[config.mk]
export PLATFORM = sky130hd
export DESIGN_NAME = iot_riscv_trap_ctrl
export DESIGN_NICKNAME = d
export VERILOG_FILES = /design/src/rtl/iot_riscv_trap_ctrl.sv
export SDC_FILE = /design/constraint.sdc
export NUM_CORES = 1
export LEC_CHECK = 0
export ABC_CLOCK_PERIOD_IN_PS = 2140
export BUFFER_PORTS_ARGS = -buffer_cell sky130_fd_sc_hd__buf_4
export CAP_MARGIN = 20
export CORE_MARGIN = 10
export CORE_UTILIZATION = 35
export CTS_BUF_LIST = sky130_fd_sc_hd__clkbuf_16
export CTS_CLUSTER_DIAMETER = 60
export CTS_CLUSTER_SIZE = 30
export DETAILED_ROUTE_END_ITERATION = 12
export PLACE_DENSITY = 0.68
export SETUP_SLACK_MARGIN = 0.05
export SLEW_MARGIN = 20
export SYNTH_ARGS = -nofsm -noshare
export SYNTH_HDL_FRONTEND = slang
export SYNTH_SLANG_ARGS = --single-unit
[constraint.sdc]
create_clock -name main_clk_i -period 2.14 [get_ports main_clk_i]
set_clock_uncertainty 0.15 [all_clocks]
set_input_delay 0.428 -clock main_clk_i [delete_from_list [all_inputs] [get_ports main_clk_i]]
set_output_delay 0.428 -clock main_clk_i [all_outputs]
set_load 0.1 [all_outputs]
[src/rtl/iot_riscv_trap_ctrl.sv]
// Machine-mode trap/return sequencer: qualifies EX exceptions, interrupts and MRET,
// sequences the mepc save and a handshaked PC redirect, and owns mcause/MIE/MPIE.
module iot_riscv_trap_ctrl #(
  parameter int unsigned pc_size_p = 32
) (
  input  logic                 main_clk_i,
  input  logic                 main_rst_i,
  input  logic                 ex_valid_i,
  input  logic [pc_size_p-1:0] ex_pc_i,
  input  logic                 ex_illegal_i,
  input  logic                 ex_ebreak_i,
  input  logic                 ex_ecall_i,
  input  logic                 ex_mret_i,
  input  logic                 irq_ext_i,
  input  logic                 mie_we_i,
  input  logic                 mie_wdata_i,
  input  logic [31:0]          mtvec_i,
  input  logic [31:0]          mepc_i,
  output logic                 mepc_we_o,
  output logic [31:0]          mepc_wdata_o,
  output logic [31:0]          mcause_o,
  output logic                 mstatus_mie_o,
  output logic                 mstatus_mpie_o,
  output logic                 flush_o,
  output logic                 busy_o,
  output logic                 redir_valid_o,
  output logic [pc_size_p-1:0] redir_pc_o,
  input  logic                 redir_ready_i
);

  typedef enum logic [1:0] {
    IDLE  = 2'd0,
    SAVE  = 2'd1,
    REDIR = 2'd2
  } state_e;

  localparam logic [31:0] CAUSE_ILLEGAL = 32'd2;
  localparam logic [31:0] CAUSE_EBREAK  = 32'd3;
  localparam logic [31:0] CAUSE_ECALL   = 32'd11;
  localparam logic [31:0] CAUSE_IRQ_EXT = 32'h8000_000B;

  state_e               state_q, state_d;
  logic [31:0]          mcause_q;
  logic [31:0]          saved_pc_q;
  logic                 mie_q, mpie_q;
  logic [pc_size_p-1:0] redir_pc_q;

  logic                 take_trap, take_mret;
  logic [31:0]          trap_cause;
  logic [31:0]          ex_pc_ext;
  logic [31:0]          vec_base;
  logic [31:0]          trap_target;
  logic [pc_size_p-1:0] mret_target;
  logic                 unused_bits;

  assign ex_pc_ext   = 32'(ex_pc_i);
  assign vec_base    = {mtvec_i[31:2], 2'b00};
  assign mret_target = {mepc_i[pc_size_p-1:2], 2'b00};
  assign unused_bits = ^{mtvec_i[1], mepc_i[1:0]};

  // Vectored mode only offsets interrupts; synchronous exceptions always use the base.
  always_comb begin
    trap_target = vec_base;
    if (mtvec_i[0] && mcause_q[31]) begin
      trap_target = vec_base + {25'd0, mcause_q[4:0], 2'b00};
    end
  end

  // Event qualification; the priority chain also resolves mret-vs-exception and irq-vs-mret.
  always_comb begin
    take_trap  = 1'b0;
    take_mret  = 1'b0;
    trap_cause = '0;
    if (state_q == IDLE && ex_valid_i) begin
      if (ex_illegal_i) begin
        take_trap  = 1'b1;
        trap_cause = CAUSE_ILLEGAL;
      end else if (ex_ebreak_i) begin
        take_trap  = 1'b1;
        trap_cause = CAUSE_EBREAK;
      end else if (ex_ecall_i) begin
        take_trap  = 1'b1;
        trap_cause = CAUSE_ECALL;
      end else if (irq_ext_i && mie_q) begin
        take_trap  = 1'b1;
        trap_cause = CAUSE_IRQ_EXT;
      end else if (ex_mret_i) begin
        take_mret  = 1'b1;
      end
    end
  end

  always_comb begin
    state_d = state_q;
    case (state_q)
      IDLE: begin
        if (take_trap) begin
          state_d = SAVE;
        end else if (take_mret) begin
          state_d = REDIR;
        end
      end
      SAVE:    state_d = REDIR;
      REDIR:   if (redir_ready_i) state_d = IDLE;
      default: state_d = IDLE;
    endcase
  end

  always_ff @(posedge main_clk_i) begin
    if (main_rst_i) begin
      state_q    <= IDLE;
      mcause_q   <= '0;
      saved_pc_q <= '0;
      mie_q      <= 1'b0;
      mpie_q     <= 1'b0;
      redir_pc_q <= '0;
    end else begin
      state_q <= state_d;
      if (take_trap) begin
        mcause_q   <= trap_cause;
        saved_pc_q <= ex_pc_ext;
        mpie_q     <= mie_q;
        mie_q      <= 1'b0;
      end else if (take_mret) begin
        mie_q      <= mpie_q;
        mpie_q     <= 1'b1;
        redir_pc_q <= mret_target;
      end else if (state_q == IDLE && mie_we_i) begin
        mie_q <= mie_wdata_i;
      end
      // Target is captured at the end of SAVE so it stays frozen for the whole handshake.
      if (state_q == SAVE) begin
        redir_pc_q <= trap_target[pc_size_p-1:0];
      end
    end
  end

  assign mepc_we_o      = (state_q == SAVE);
  assign mepc_wdata_o   = saved_pc_q;
  assign mcause_o       = mcause_q;
  assign mstatus_mie_o  = mie_q;
  assign mstatus_mpie_o = mpie_q;
  assign flush_o        = (state_q != IDLE);
  assign busy_o         = (state_q != IDLE);
  assign redir_valid_o  = (state_q == REDIR);
  assign redir_pc_o     = redir_pc_q;

endmodule

==> results of run 1 <==
-- state kept, by name (all words and copies together), names as in the netlist --
| name | cells |
|---|---|
| mepc_wdata_o | 32 |
| state_q | 2 |
| mstatus_mie_o | 1 |
| mstatus_mpie_o | 1 |
| redir_pc_o | 30 |
| mcause_o | 4 |
-- cell type report --
type                    instances  area [sq um]  area share
clock buffers                   9           225      0.0384
clock inverters                 7           136      0.0232
inverters                       5          20.0     0.00341
multi-input cells             369          2230       0.380
flip-flops and latches         70          1420       0.242
well taps                     136           170      0.0290
repair buffers                213          1670       0.284
-- synthesized netlist by cell type (6+ instances only) --
| cell | instances |
|---|---|
| a221oi_1 | 6 |
| xnor2_1 | 21 |
| buf_4 | 31 |
| a31o_2 | 6 |
| a31oi_1 | 6 |
| nor3_1 | 16 |
| nand2_1 | 108 |
| and3_1 | 6 |
| clkbuf_1 | 23 |
| o22ai_1 | 7 |
| nor2_1 | 19 |
| mux2i_1 | 11 |
| a21oi_1 | 50 |
| dfxtp_1 | 70 |
| nor4_1 | 8 |
| nand3_1 | 8 |
-- what timing repair did --
item / in CTS / in global routing
setup buffers: 5 / 1
gates resized for setup: 2 / 11
pin swaps: 1 / 3
endpoints found under the setup margin: 3 / 12
-- power by group through the flow --
stage               Clock, mW  Combinational [mW]  Sequential, mW
floorplan                   0               0.611            2.12
global placement            0                1.65            1.48
detailed placement          0                1.67            1.48
finish                   1.84                1.69            1.46
global route             1.91                1.77            1.47
CTS                      1.87                1.69            1.46
-- how the worst min path moves through the flow --
stage | from | to | cells after the start
finish | ex_pc_i[22] | mepc_wdata_o[22] | 3
floorplan | ex_illegal_i | mcause_o[0] | 1
CTS | ex_pc_i[11] | mepc_wdata_o[11] | 3
detailed placement | mepc_wdata_o[14] | mepc_wdata_o[14] | 2
global route | ex_pc_i[11] | mepc_wdata_o[11] | 3
global placement | mepc_wdata_o[24] | mepc_wdata_o[24] | 2
-- worst max-delay path: stages (launching register included) --
cell and delay [ps]:
dfxtp_4 360, ha_4 250, a21o_1 140, a31oi_2 100
or4_4 470, or3_1 380, and3_1 160
-- logic make-up after synthesis --
logic type	after synthesis	share of synthesized area
simple gates	196	0.247
compound gates	104	0.183
flops	70	0.373
buf+inv	63	0.0947
xor+xnor	24	0.0560
mux	11	0.0293
fa+ha+maj	4	0.0153
other cells	1	0.000999
-- metal layers --
metal / wire, um / vias up / track usage
li1: - / 1994 / -
met1: 5610 / 1941 / 0.210
met2: 7350 / 158 / 0.304
met3: 1220 / 22 / 0.0424
met4: 342 / 0 / 0.0895
met5: 0 / - / 0
-- placed cells by master, fill, tap and decap left out, types with 8 or more instances in the layout --
master / count
nor2_1: 19
conb_1: 30
nand3_1: 8
buf_4: 206
nand2_1: 108
clkbuf_16: 9
nor3_1: 15
dfxtp_1: 65
a21oi_1: 50
xnor2_1: 21
mux2i_1: 11
-- through the flow --
stage / std cells / util / worst slack (ps)
final: 809 / 0.566 / 8.85
after global routing: 809 / 0.566 / -36.2
after CTS: 808 / 0.559 / 17.3
after detailed placement: 787 / 0.520 / -185
after global placement: 787 / 0.520 / -165
after floorplan: 502 / - / -107
==> results.py, run 1 <==
metrics = {
    "sta": {
        "post-route-min-period_ps": 2130,
        "rsz0062_at_grt": "yes",
        "tns_ps": 0,
        "setup_viol": 0,
        "fin_hold_ws_ps": 184,
        "hold_viol": 0,
        "slew_viol_final": 0,
        "fin_crit_sh": 0.996,
        "clock.fmax_ghz": 0.469,
    },
    "cts": {
        "cts-root-buf": "clkbuf_16",
        "clockBufferDepth": 2,
        "insertion_delay_ps": 340,
        "clk_pin_slew_ps": 60,
        "cts_hold_buf": 0,
        "cts-buffers-inserted": 9,
        "h-tree-depth": 3,
        "cts_num_sinks": 70,
        "cts_tree": "built",
    },
    "finish": {
        "final_nets": 779,
        "drive_gt1_frac": 0.388,
        "fillerInstances": 947,
        "area_delta_synth_final_pct": 56.4,
        "diodes": 0,
        "fin_area_sq_um": 5870,
    },
    "floorplanning": {
        "ios": 209,
        "die_w_um": 124,
        "chipHeight_um": 124,
        "dieArea_sq_um": 15300,
        "initial_utilization": 0.362,
        "num_rows": 37,
        "core_sq_um": 10400,
    },
    "yosys": {
        "synthTopCellsByArea": "dfxtp_1 (37%), nand2_1 (11%), a21oi_1 (6.7%), buf_4 (6.2%), xnor2_1 (4.9%)",
        "ys_ff_latch": 70,
        "synth_cell_type_count": 55,
        "syn_area_sq_um": 3750,
        "synth_top_flop_cell": "dfxtp_1",
        "yosysTopAreaCellShare": 0.373,
        "synthCells": 473,
        "synth_edf_count": 0,
        "postSynthAreaPerCell_sq_um": 7.93,
        "async_flop_share": 0,
        "yosysTopAreaCell": "dfxtp_1",
        "ys_seq_area_frac": 0.373,
        "ys_warn_count": 0,
    },
    "worst_setup_path": {
        "r2r_cells": 6,
        "cp-end-kind": "flip-flop",
        "cp-endpoint": "redir_pc_o[31]",
        "regToRegStartpoint": "mcause_o[1]",
        "crit_start": "mcause_o[1]",
        "reg2reg_slack_ps": 9,
        "cp.arrival_ps": 2210,
        "cp-start-kind": "flip-flop",
        "critPathKind": "flip-flop to flip-flop",
        "timing.rr.end": "redir_pc_o[31]",
        "cp.required_ps": 2220,
        "critPathMaxFanout": 4,
    },
    "power_and_ir_drop": {
        "seqPwrFrac": 0.292,
        "peakVddDrop_v": 0.000434,
        "p_comb_frac": 0.339,
        "switchingPower_mw": 1.91,
        "p_int_mw": 3.08,
        "switching_share": 0.383,
        "p_leak_nw": 2.49,
        "power_mw": 4.99,
        "p_clk_frac": 0.369,
        "cellPowerDensity_nw_per_um2": 851,
    },
    "detailed_routing": {
        "drt-total-wl_um": 14500,
        "wl_per_cell_um": 17.9,
        "num_vias": 4115,
        "first_iter_violations": 274,
        "final_antenna_net_count": 0,
        "drcViolationCount": 0,
        "first_pass_iters": 4,
        "viasPerCell": 5.09,
    },
    "global_route": {
        "grtUsageTotal": 0.180,
        "grt_max_degree": 35,
        "grt_pass1_wl_um": 21700,
        "antenna_found_initial": 0,
        "grt_pass1_vias": 4215,
        "grt_overflow": 0,
    },
    "hold_path": {
        "hold_class": "primary input to flip-flop",
    },
    "place": {
        "placed_area_sq_um": 5390,
        "io_buffers": 175,
        "gp_congestion": 0.880,
        "hpwl_um": 11200,
    },
    "run_status": {
        "status": "finished clean",
    },
    "job": {
        "maxCapViolCount": 0,
    },
}
Note: power is estimated with default switching activity, not from simulation.
==> inputs of run 2 (changes only) <==
- CORE_UTILIZATION: 35 -> 30
- GPL_ROUTABILITY_DRIVEN: unset -> 1
- PLACE_DENSITY: 0.68 -> unset
==> run 2 against run 1 <==
  * Flip-flop and latch count is the same
  * Clock power down 28%
  * Maximum frequency rose by 2.7%
  * Routed wire length up 1.5%
  * Sequential power about the same
  * Design area rose by 0.28%
==> results.py, run 2 (same netlist as run 1, synthesis figures left out) <==
metrics = {
    "finish": {
        "final_common_cell": "buf_4",
        "area_delta_synth_final_pct": 56.9,
        "drive_gt1_frac": 0.395,
        "diodes": 0,
        "largest_reg_flops": 32,
        "final_nets": 785,
        "final_cell_mix": "buf_4 (214), nand2_1 (108), dfxtp_1 (65)",
    },
    "power_and_ir_drop": {
        "switchingPower_mw": 1.90,
        "switching_share": 0.422,
        "seqPwrFrac": 0.324,
        "p_clk_frac": 0.296,
        "power_mw": 4.50,
        "cellPowerDensity_nw_per_um2": 764,
        "p_leak_nw": 2.53,
        "p_int_mw": 2.60,
        "p_comb_frac": 0.380,
        "peakVddDrop_v": 0.000327,
    },
    "worst_setup_path": {
        "crit_family": "simple AND/OR/NAND/NOR gates",
        "regToRegStartpoint": "mcause_o[1]",
        "reg2reg_slack_ps": 70,
        "critPathMaxStageDelay_ps": 470,
        "cp.required_ps": 2210,
        "timing.rr.end": "redir_pc_o[31]",
        "cp-start-kind": "flip-flop",
        "r2r_cells": 6,
        "critPathKind": "flip-flop to flip-flop",
        "cp.arrival_ps": 2150,
        "cp-end-kind": "flip-flop",
        "critPathMaxFanout": 4,
        "crit_path_top_delay_cell": "or4_4",
        "path_cells": "ha_4 > a21o_1 > a31oi_4 > or4_4 > or3_1 > and3_1",
        "crit_buf_inv": 0,
    },
    "global_route": {
        "grt_pass1_wl_um": 22700,
        "grt.met2_usage": 0.283,
        "grt_max_degree": 35,
        "met3_usage": 0.0354,
        "top_usage_layer": "met2",
        "antenna_found_initial": 0,
        "grt_pass1_vias": 4175,
        "grtUsageTotal": 0.162,
        "grt_overflow": 0,
        "grtUsageMet1": 0.187,
    },
    "sta": {
        "setup_viol": 0,
        "fin_crit_sh": 0.969,
        "post-route-min-period_ps": 2070,
        "hold_viol": 0,
        "setup_ws_ps": 65.3,
        "slew_viol_final": 0,
        "clock.fmax_ghz": 0.482,
        "rsz0062_at_grt": "yes",
        "fin_hold_ws_ps": 185,
        "tns_ps": 0,
    },
    "cts": {
        "cts_num_sinks": 70,
        "cts-root-buf": "clkbuf_16",
        "insertion_delay_ps": 340,
        "h-tree-depth": 3,
        "clk_pin_slew_ps": 60,
        "cts_tree": "built",
        "clockBufferDepth": 2,
        "cts-buffers-inserted": 9,
    },
    "run_status": {
        "status": "finished clean",
    },
    "floorplanning": {
        "initial_utilization": 0.310,
        "ios": 209,
        "core_sq_um": 12100,
        "dieArea_sq_um": 17400,
        "num_rows": 40,
        "chipHeight_um": 132,
        "die_w_um": 132,
    },
    "job": {
        "maxCapViolCount": 0,
    },
    "place": {
        "preCtsSetupSlack_ps": -160,
        "hpwl_um": 11600,
        "io_buffers": 175,
        "gp_congestion": 0.904,
    },
    "detailed_routing": {
        "wl_per_cell_um": 17.4,
        "first_pass_iters": 4,
        "drt-total-wl_um": 14700,
        "viasPerCell": 4.86,
        "num_vias": 4117,
        "final_antenna_net_count": 0,
        "drcViolationCount": 0,
        "first_iter_violations": 286,
    },
    "hold_path": {
        "worstHoldEndpoint": "mepc_wdata_o[12]",
        "min_from": "ex_pc_i[12]",
        "hold_depth": 3,
        "hold_class": "primary input to flip-flop",
    },
}
==> run 2: worst max-delay path by stage <==
stage	from	endpoint	slack (ps)	cells past startpoint
floorplan	mcause_o[0]	redir_pc_o[26]	-110	7
global placement	mtvec_i[3]	redir_pc_o[21]	-150	8
detailed placement	mtvec_i[3]	redir_pc_o[21]	-160	8
CTS	mcause_o[1]	redir_pc_o[31]	20	6
global route	mcause_o[1]	redir_pc_o[31]	-10	6
finish	mcause_o[1]	redir_pc_o[31]	70	6
==> run 2: per-stage QoR <==
stage               area (sq um)  std cells  utilization
global route                5890        847        0.486
floorplan                   3940        502            -
finish                      5890        847        0.486
detailed placement          5460        824        0.450
CTS                         5790        847        0.478
global placement            5460        824        0.450
==> run 2: power by group through the flow <==
stage	registers (mW)	logic [mW]	clock network (mW)
floorplan	2.12	0.611	0
global placement	1.48	1.67	0
detailed placement	1.48	1.68	0
CTS	1.46	1.70	1.37
global route	1.47	1.79	1.44
finish	1.46	1.71	1.33
==> run 2: routing by layer <==
metal  wire length [um]  up-vias
met5                  0        -
met4                335        0
met3                713       19
met2               7640      141
met1               6060     1942
li1                   -     2015
==> run 2: tightest hold or removal path, stage by stage <==
cell,delay (ps)
buf_4,110
nand2_1,40
a21oi_1,50
==> run 2: layout make-up <==
class | count | area (sq um)
fill | 1226 | 6230
multi-input combinational | 369 | 2280
timing repair buffer | 219 | 1700
sequential | 70 | 1420
clock buffer | 9 | 225
tap | 168 | 210
clock inverter | 7 | 36.3
inverter | 5 | 20.0
==> run 2: what timing repair did <==
item / in CTS / in global routing
endpoints found under the setup margin: 5 / 16
buffers inserted: 7 / 0
pin swaps: 4 / 4
gates resized for setup: 4 / 16
cloned: 0 / 0
hold buffers: 0 / 0
